==> src/rtl/id_stage_if.sv <==
// Fetch/write-back/hazard side of the decode stage, bundled for one port.
// slave is the decode stage itself; master is whoever drives it (fetch, WB,
// hazard sources, or a bench).
interface id_stage_if #(
  parameter int DATA_WIDTH     = 32,
  parameter int REG_ADDR_WIDTH = 5
);
  // from fetch / WB / later stages
  logic [DATA_WIDTH-1:0]     i_pc_plus_4;
  logic [DATA_WIDTH-1:0]     i_instruction;
  logic                      i_wb_reg_write;
  logic [REG_ADDR_WIDTH-1:0] i_wb_write_reg;
  logic [DATA_WIDTH-1:0]     i_wb_write_data;
  logic                      i_ex_mem_read;
  logic                      i_ex_reg_write;
  logic [REG_ADDR_WIDTH-1:0] i_ex_write_reg;
  logic                      i_mem_mem_read;
  logic [REG_ADDR_WIDTH-1:0] i_mem_write_reg;
  // to fetch
  logic                      o_stall;
  logic                      o_pcsrc;
  logic                      o_jump;
  logic [DATA_WIDTH-1:0]     o_beq_dir;
  logic [DATA_WIDTH-1:0]     o_jmp_dir;
  // to ID/EX
  logic                      o_valid;
  logic [DATA_WIDTH-1:0]     o_pc_plus_4;
  logic [DATA_WIDTH-1:0]     o_read_data_1;
  logic [DATA_WIDTH-1:0]     o_read_data_2;
  logic [DATA_WIDTH-1:0]     o_sign_ext_imm;
  logic [5:0]                o_opcode;
  logic [5:0]                o_funct;
  logic [REG_ADDR_WIDTH-1:0] o_rs;
  logic [REG_ADDR_WIDTH-1:0] o_rt;
  logic [REG_ADDR_WIDTH-1:0] o_rd;
  logic [REG_ADDR_WIDTH-1:0] o_shamt;

  modport slave (
    input  i_pc_plus_4, i_instruction, i_wb_reg_write, i_wb_write_reg,
           i_wb_write_data, i_ex_mem_read, i_ex_reg_write, i_ex_write_reg,
           i_mem_mem_read, i_mem_write_reg,
    output o_stall, o_pcsrc, o_jump, o_beq_dir, o_jmp_dir, o_valid,
           o_pc_plus_4, o_read_data_1, o_read_data_2, o_sign_ext_imm,
           o_opcode, o_funct, o_rs, o_rt, o_rd, o_shamt
  );

  modport master (
    output i_pc_plus_4, i_instruction, i_wb_reg_write, i_wb_write_reg,
           i_wb_write_data, i_ex_mem_read, i_ex_reg_write, i_ex_write_reg,
           i_mem_mem_read, i_mem_write_reg,
    input  o_stall, o_pcsrc, o_jump, o_beq_dir, o_jmp_dir, o_valid,
           o_pc_plus_4, o_read_data_1, o_read_data_2, o_sign_ext_imm,
           o_opcode, o_funct, o_rs, o_rt, o_rd, o_shamt
  );
endinterface

==> src/rtl/id_stage.sv <==
// MIPS decode stage: IF/ID register, 32-entry register file with WB bypass,
// load-use / branch-operand hazard detection, and BEQ/BNE/J/JAL resolution.
module id_stage #(
  parameter int DATA_WIDTH     = 32,
  parameter int REG_ADDR_WIDTH = 5
) (
  input  logic    i_clk,
  input  logic    i_reset,
  id_stage_if.slave bus
);
  localparam int NREG = 1 << REG_ADDR_WIDTH;

  localparam logic [5:0] OP_RTYPE = 6'h00;
  localparam logic [5:0] OP_J     = 6'h02;
  localparam logic [5:0] OP_JAL   = 6'h03;
  localparam logic [5:0] OP_BEQ   = 6'h04;
  localparam logic [5:0] OP_BNE   = 6'h05;
  localparam logic [5:0] OP_SW    = 6'h2B;

  logic [DATA_WIDTH-1:0] pc4_q, instr_q;
  logic [DATA_WIDTH-1:0] regs [NREG];

  logic [5:0]                opcode;
  logic [REG_ADDR_WIDTH-1:0] rs, rt;
  logic [DATA_WIDTH-1:0]     read1, read2, sext;
  logic uses_rt, is_branch, load_use, branch_haz, stall, taken, flush;

  assign opcode = instr_q[31:26];
  assign rs     = instr_q[25:21];
  assign rt     = instr_q[20:16];
  assign sext   = {{(DATA_WIDTH-16){instr_q[15]}}, instr_q[15:0]};

  // Register reads with write-back bypass; r0 is hardwired to zero.
  always_comb begin
    read1 = regs[rs];
    read2 = regs[rt];
    if (bus.i_wb_reg_write && bus.i_wb_write_reg != '0 && bus.i_wb_write_reg == rs)
      read1 = bus.i_wb_write_data;
    if (bus.i_wb_reg_write && bus.i_wb_write_reg != '0 && bus.i_wb_write_reg == rt)
      read2 = bus.i_wb_write_data;
    if (rs == '0) read1 = '0;
    if (rt == '0) read2 = '0;
  end

  // Hazard detection and branch/jump resolution.
  always_comb begin
    uses_rt   = (opcode == OP_RTYPE) || (opcode == OP_BEQ) ||
                (opcode == OP_BNE)   || (opcode == OP_SW);
    is_branch = (opcode == OP_BEQ) || (opcode == OP_BNE);
    load_use  = bus.i_ex_mem_read && bus.i_ex_write_reg != '0 &&
                (bus.i_ex_write_reg == rs || (uses_rt && bus.i_ex_write_reg == rt));
    // Branches compare in ID, so any in-flight producer of an operand stalls.
    branch_haz = is_branch &&
      ((bus.i_ex_reg_write && bus.i_ex_write_reg != '0 &&
        (bus.i_ex_write_reg == rs || bus.i_ex_write_reg == rt)) ||
       (bus.i_mem_mem_read && bus.i_mem_write_reg != '0 &&
        (bus.i_mem_write_reg == rs || bus.i_mem_write_reg == rt)));
    stall = load_use || branch_haz;
    taken = 1'b0;
    if (opcode == OP_BEQ) taken = (read1 == read2);
    if (opcode == OP_BNE) taken = (read1 != read2);
  end

  assign bus.o_stall   = stall;
  assign bus.o_valid   = !stall;
  assign bus.o_pcsrc   = taken && !stall;
  assign bus.o_jump    = (opcode == OP_J || opcode == OP_JAL) && !stall;
  assign bus.o_beq_dir = pc4_q + {sext[DATA_WIDTH-3:0], 2'b00};
  assign bus.o_jmp_dir = {pc4_q[DATA_WIDTH-1:DATA_WIDTH-4], instr_q[25:0], 2'b00};
  assign flush         = bus.o_pcsrc || bus.o_jump;

  assign bus.o_pc_plus_4    = pc4_q;
  assign bus.o_read_data_1  = read1;
  assign bus.o_read_data_2  = read2;
  assign bus.o_sign_ext_imm = sext;
  assign bus.o_opcode       = opcode;
  assign bus.o_funct        = instr_q[5:0];
  assign bus.o_rs           = rs;
  assign bus.o_rt           = rt;
  assign bus.o_rd           = instr_q[15:11];
  assign bus.o_shamt        = instr_q[10:6];

  // IF/ID register: stall holds, a resolved branch/jump squashes to NOP.
  always_ff @(posedge i_clk or negedge i_reset) begin
    if (!i_reset) begin
      pc4_q   <= '0;
      instr_q <= '0;
    end else if (!stall) begin
      if (flush) begin
        pc4_q   <= '0;
        instr_q <= '0;
      end else begin
        pc4_q   <= bus.i_pc_plus_4;
        instr_q <= bus.i_instruction;
      end
    end
  end

  // Register file write port; writes to r0 are dropped.
  always_ff @(posedge i_clk or negedge i_reset) begin
    if (!i_reset) begin
      for (int i = 0; i < NREG; i++) regs[i] <= '0;
    end else if (bus.i_wb_reg_write && bus.i_wb_write_reg != '0) begin
      regs[bus.i_wb_write_reg] <= bus.i_wb_write_data;
    end
  end
endmodule

==> src/flat_wrapper.sv <==
// flat-port wrapper written by rule: the top's interface ports become plain ports
module id_stage_flat 
#(
  parameter int DATA_WIDTH     = 32,
  parameter int REG_ADDR_WIDTH = 5
)
  (i_clk, i_reset, bus_i_pc_plus_4, bus_i_instruction, bus_i_wb_reg_write, bus_i_wb_write_reg, bus_i_wb_write_data, bus_i_ex_mem_read, bus_i_ex_reg_write, bus_i_ex_write_reg, bus_i_mem_mem_read, bus_i_mem_write_reg, bus_o_stall, bus_o_pcsrc, bus_o_jump, bus_o_beq_dir, bus_o_jmp_dir, bus_o_valid, bus_o_pc_plus_4, bus_o_read_data_1, bus_o_read_data_2, bus_o_sign_ext_imm, bus_o_opcode, bus_o_funct, bus_o_rs, bus_o_rt, bus_o_rd, bus_o_shamt);
  id_stage_if #(.DATA_WIDTH(DATA_WIDTH), .REG_ADDR_WIDTH(REG_ADDR_WIDTH)) bus_i ();
  input  logic i_clk;
  input  logic i_reset;
  input wire logic [$bits(bus_i.i_pc_plus_4)-1:0] bus_i_pc_plus_4;
  input wire logic [$bits(bus_i.i_instruction)-1:0] bus_i_instruction;
  input wire logic [$bits(bus_i.i_wb_reg_write)-1:0] bus_i_wb_reg_write;
  input wire logic [$bits(bus_i.i_wb_write_reg)-1:0] bus_i_wb_write_reg;
  input wire logic [$bits(bus_i.i_wb_write_data)-1:0] bus_i_wb_write_data;
  input wire logic [$bits(bus_i.i_ex_mem_read)-1:0] bus_i_ex_mem_read;
  input wire logic [$bits(bus_i.i_ex_reg_write)-1:0] bus_i_ex_reg_write;
  input wire logic [$bits(bus_i.i_ex_write_reg)-1:0] bus_i_ex_write_reg;
  input wire logic [$bits(bus_i.i_mem_mem_read)-1:0] bus_i_mem_mem_read;
  input wire logic [$bits(bus_i.i_mem_write_reg)-1:0] bus_i_mem_write_reg;
  output wire logic [$bits(bus_i.o_stall)-1:0] bus_o_stall;
  output wire logic [$bits(bus_i.o_pcsrc)-1:0] bus_o_pcsrc;
  output wire logic [$bits(bus_i.o_jump)-1:0] bus_o_jump;
  output wire logic [$bits(bus_i.o_beq_dir)-1:0] bus_o_beq_dir;
  output wire logic [$bits(bus_i.o_jmp_dir)-1:0] bus_o_jmp_dir;
  output wire logic [$bits(bus_i.o_valid)-1:0] bus_o_valid;
  output wire logic [$bits(bus_i.o_pc_plus_4)-1:0] bus_o_pc_plus_4;
  output wire logic [$bits(bus_i.o_read_data_1)-1:0] bus_o_read_data_1;
  output wire logic [$bits(bus_i.o_read_data_2)-1:0] bus_o_read_data_2;
  output wire logic [$bits(bus_i.o_sign_ext_imm)-1:0] bus_o_sign_ext_imm;
  output wire logic [$bits(bus_i.o_opcode)-1:0] bus_o_opcode;
  output wire logic [$bits(bus_i.o_funct)-1:0] bus_o_funct;
  output wire logic [$bits(bus_i.o_rs)-1:0] bus_o_rs;
  output wire logic [$bits(bus_i.o_rt)-1:0] bus_o_rt;
  output wire logic [$bits(bus_i.o_rd)-1:0] bus_o_rd;
  output wire logic [$bits(bus_i.o_shamt)-1:0] bus_o_shamt;
  assign bus_i.i_pc_plus_4 = bus_i_pc_plus_4;
  assign bus_i.i_instruction = bus_i_instruction;
  assign bus_i.i_wb_reg_write = bus_i_wb_reg_write;
  assign bus_i.i_wb_write_reg = bus_i_wb_write_reg;
  assign bus_i.i_wb_write_data = bus_i_wb_write_data;
  assign bus_i.i_ex_mem_read = bus_i_ex_mem_read;
  assign bus_i.i_ex_reg_write = bus_i_ex_reg_write;
  assign bus_i.i_ex_write_reg = bus_i_ex_write_reg;
  assign bus_i.i_mem_mem_read = bus_i_mem_mem_read;
  assign bus_i.i_mem_write_reg = bus_i_mem_write_reg;
  assign bus_o_stall = bus_i.o_stall;
  assign bus_o_pcsrc = bus_i.o_pcsrc;
  assign bus_o_jump = bus_i.o_jump;
  assign bus_o_beq_dir = bus_i.o_beq_dir;
  assign bus_o_jmp_dir = bus_i.o_jmp_dir;
  assign bus_o_valid = bus_i.o_valid;
  assign bus_o_pc_plus_4 = bus_i.o_pc_plus_4;
  assign bus_o_read_data_1 = bus_i.o_read_data_1;
  assign bus_o_read_data_2 = bus_i.o_read_data_2;
  assign bus_o_sign_ext_imm = bus_i.o_sign_ext_imm;
  assign bus_o_opcode = bus_i.o_opcode;
  assign bus_o_funct = bus_i.o_funct;
  assign bus_o_rs = bus_i.o_rs;
  assign bus_o_rt = bus_i.o_rt;
  assign bus_o_rd = bus_i.o_rd;
  assign bus_o_shamt = bus_i.o_shamt;
  id_stage #(.DATA_WIDTH(DATA_WIDTH), .REG_ADDR_WIDTH(REG_ADDR_WIDTH)) u_core (.i_clk(i_clk), .i_reset(i_reset), .bus(bus_i));
endmodule
==> config.mk <==
export PLATFORM = sky130hd
export DESIGN_NAME = id_stage_flat
export DESIGN_NICKNAME = d
export VERILOG_FILES = /design/src/rtl/id_stage_if.sv /design/src/rtl/id_stage.sv /design/src/flat_wrapper.sv
export SDC_FILE = /design/constraint.sdc
export NUM_CORES = 2
export LEC_CHECK = 0
export CORE_MARGIN = 3
export CORE_UTILIZATION = 25
export DETAILED_ROUTE_END_ITERATION = 10
export HOLD_SLACK_MARGIN = 0.08
export SKIP_CTS_REPAIR_TIMING = 1
export SLEW_MARGIN = 10
export SYNTH_ARGS = -nofsm -noshare
export SYNTH_HDL_FRONTEND = slang
export SYNTH_SLANG_ARGS = --single-unit
==> constraint.sdc <==
create_clock -name i_clk -period 9.8 [get_ports i_clk]
set_input_delay 2.45 -clock i_clk [delete_from_list [all_inputs] [get_ports i_clk]]
set_output_delay 2.45 -clock i_clk [all_outputs]
set_load 0.01 [all_outputs]
==> results.txt <==
For the pin with the worst max-slew slack, the measured transition is 1270 ps. The worst setup path is of the input port to primary output kind. The top-level I/O count is 345.

The arrival time at the worst endpoint came out at 7200 ps. Hold timing on the final database bottoms out at a slack of 395 ps. The cell count after synthesis is 4809. The most crowded layer after global routing is met2. The initial utilization of the core area, before any placement, comes to 25.3%. The final count of hold timing violations is 0. Relative to the synthesized area, the layout overhead comes to 17.6%. The global placement routability congestion came out at 0.930. The relative contribution of combinational cells to total power is 30.6%.

After clock tree synthesis, the clock-pin slew on the worst setup and hold paths is 60 ps. STA puts the critical path data required time at 7350 ps. STA classifies the critical path startpoint as an input port. The switching power share of the total is 32.8%. The longest individual stage delay on the worst path is 650 ps.

The maximum count of clock buffers along a single path is 3. The number of cells in the design after placement came out at 8106. Counting flops with a built-in enable in the synthesized netlist gives 0. The filler cell count in the final layout is 24800.

Global routing used 5.74% of the available met3 tracks. For this run, the number of Yosys warnings is 0. The overall die area came out at 256000 sq um.

The clock latency on the worst-skew pair came out at 810 ps. The most used flip-flop cell after synthesis is dfrtp_1. The sum of buffers and inverters on the critical path is 6. The max-slew violation total from the final report came out at 0. The clock sink count is 1088. The ratio of total power to cell area is 210 nW/um^2. In the layout the commonest cells are dfrtp_1, mux2_2, mux4_2, clkdlybuf4s50_1, mux2i_1. The fraction of power consumed by the clock network is 30.1%.

The clock arrives with 63.2 ps of skew. Registers take 27300 sq um. The overall die width is 506 microns. For this design the total switching power over the nets is 5.06 mW. The max-slew headroom at the worst pin is 15.3%. The share of the synthesized area in the top cell type came out at 43.6%. Entering global routing, the biggest net connects 178 pins. The number of port buffers is 342. The area of the mapped netlist is 62400 sq um. The cell leakage power is 30.8 nW.

The count of antenna-violating nets left after detailed routing came out at 0. The master cell of the clock root buffer is clkbuf_16. The CTS tree is yes.

Ranked by total cell area, the synthesized netlist is headed by dfrtp_1, mux2_2, mux4_2. The HPWL after detailed placement is 165 mm. The distinct cell type count of the synthesized netlist is 84.

The initial antenna violation count came out at 28. The number of remaining DRC errors came out at 0. The cell family contributing the most delay on the critical path is buffers and inverters. Summed over all instances, the cell type with the most area after synthesis is dfrtp_1. The per-cell via count in the routed design came out at 5.59.

Clock tree synthesis inserted a total of 118 buffers. Dividing the final minimum period by the clock period gives 98.5%. The average instance area after synthesis is 13.0 sq um.

The via count of the first global-routing pass is 46100. The total setup violations reported at the end of the flow came out at 0. The flow ran to the end, and the final reports show no timing, DRC or antenna violations. The final net count is 5062.

After the first detailed-routing iteration, the DRC count stood at 5480. The critical path goes through clkdlybuf4s50_1, xnor2_1, nand4_1, buf_4, nor3_2, buf_4, a211o_1, or3b_2, a2111oi_4, buf_4, and4_1, nand3_4, xnor2_1, and3_1, buf_4, clkdlybuf4s50_1. The number of core rows came out at 182.

The number of optimization iterations in the first detailed-route pass came out at 6. The sequential power share came out at 39.3%. The achievable frequency is 0.104 GHz.

The met2 usage in global routing came out at 29.9%. The time the worst path needs with I/O delays and setup is 9650 ps. The total via count in the routed design came out at 46600.

VDD sags by at most 0.140 mV. The number of violations of the max-capacitance limit is 0. The first global-routing pass estimated 359 mm of wire. For this run, the number of standard cells in the final layout without fillers is 8337. In this run, synthesis produced a sequential element count of 1088. The y dimension of the die came out at 506 microns. The most common library cell in the layout ignoring fill and taps is dfrtp_1. In the global route stage, met1 resource usage came out at 24.4%. The H-tree depth is 3. The class of the tightest hold or removal check is register to register. The kind of end point of the critical path is a primary output. The multi-input logic area is 32500 sq um.

The global routing usage summed across all routing layers is 19.3%. The share of synthesized area occupied by flip-flops and latches came out at 43.6%. The final routed wirelength across all metal layers is 255 mm. The fraction of layout cells with a size suffix above 1 came out at 38.3%. Among all stages on the critical path, the largest delay is contributed by clkdlybuf4s50_1.

Setup repair after global routing left no endpoint under its margin. Counting flops with an async set or reset pin after synthesis yields a share of 100%. The core footprint came out at 247000 sq um.

The largest fanout of any net on the critical path is 17. The average wire length per cell after detail routing is 30.6 microns. The internal power summed over all cells came out at 10.3 mW. The residual overflow from global routing is 0.

In this design, the critical path's most frequently occurring cell is buf_4.
## cell type report
type / count / share of cell area, %
multi-input cells: 3111 / 44.3
clock inverters: 49 / 0.772
inverters: 30 / 0.153
well taps: 3312 / 5.65
repair buffers: 566 / 7.33
clock buffers: 169 / 4.64
flip-flops and latches: 1088 / 37.1
diodes: 12 / 0.0409
## kinds of logic (layout without fill, tap and decap cells)
| logic type | count (synthesis) | after routing | synth area share, % |
|---|---|---|---|
| mux | 1631 | 1631 | 36.8 |
| flops | 1088 | 1088 | 43.6 |
| simple gates | 852 | 852 | 7.18 |
| buf+inv | 611 | 814 | 4.71 |
| compound gates | 518 | 518 | 5.93 |
| xor+xnor | 78 | 78 | 1.09 |
| fa+ha+maj | 30 | 30 | 0.614 |
| other cells | 1 | 14 | 0.00601 |
## routing by layer
metal | up-vias | share of wire [%]
li1 | 18500 | -
met1 | 24900 | 39
met2 | 2608 | 45
met3 | 620 | 10
met4 | 18 | 6.0
met5 | - | 0.046
## path summary, 6_finish.rpt
| kind | cells past startpoint | slack [ps] | start | to |
|---|---|---|---|---|
| setup / recovery | 16 | 150 | bus_i_wb_write_reg[1] | bus_o_pcsrc |
| hold / removal | 0 | 390 | u_core.regs[1018]$_DFFE_PN0P_ | u_core.regs[1018]$_DFFE_PN0P_ |
| setup reg to reg | 16 | 3720 | u_core.instr_q[17]$_DFFE_PN0P_ | u_core.instr_q[19]$_DFFE_PN0P_ |
| hold reg to reg | 0 | 390 | u_core.regs[1018]$_DFFE_PN0P_ | u_core.regs[1018]$_DFFE_PN0P_ |
| max in group asynchronous | 3 | 6060 | i_reset | u_core.regs[508]$_DFFE_PN0P_ |
| min in group asynchronous | 1 | 1770 | i_reset | u_core.regs[112]$_DFFE_PN0P_ |
## cells in the mapped netlist, types with 5 or more instances
library cell,number
buf_4,97
a22o_1,5
buf_2,78
a221o_1,17
mux2_2,983
a21oi_1,91
nand4_1,123
o22ai_1,13
nor3b_1,5
dfrtp_1,1088
xor2_1,30
nand3_1,174
o21a_1,13
a221oi_1,49
mux4_2,432
nand2b_1,17
inv_1,25
o32a_1,11
o211ai_1,11
and3_1,20
o21ai_0,75
and2_1,9
buf_1,62
mux2i_1,215
ha_1,29
a211oi_1,27
nor3_1,31
nor2_1,91
or3_1,75
buf_6,20
or2_2,6
clkbuf_1,320
a22oi_1,107
o22a_1,5
xnor2_1,48
o31ai_1,6
nand3b_1,6
nor2b_1,101
o2111ai_1,16
nand2_1,174
a211o_1,12
a21o_1,12
a31oi_1,7
## power by group through the flow
stage          Clock, mW  Sequential [mW]  Combinational (mW)
2_1_floorplan          0             5.81                2.94
3_3_place_gp           0             6.03                4.62
3_5_place_dp           0             6.10                4.67
4_1_cts             4.68             6.02                4.69
5_1_grt             4.87             6.14                4.97
6_report            4.63             6.05                4.72
## flip-flops by register name, summed over array words and instances, names as in the netlist
signal                  flops
u_core.instr_q             32
u_core.regs              1024
u_core.bus.o_pc_plus_4     32
## through the flow
step	TNS [ps]	worst slack, ps	total power [mW]	instance area (sq um)	utilization [%]
after global placement	-389	-389	10.6	69400	28.1
after detailed placement	-364	-364	10.8	69400	28.1
after CTS	-379	-379	15.4	73300	29.7
after global routing	0	45.6	16.0	73400	29.7
after floorplan	0	1660	8.75	62400	-
final	0	149	15.4	73400	29.7
Power figures use the tool's default switching activity.
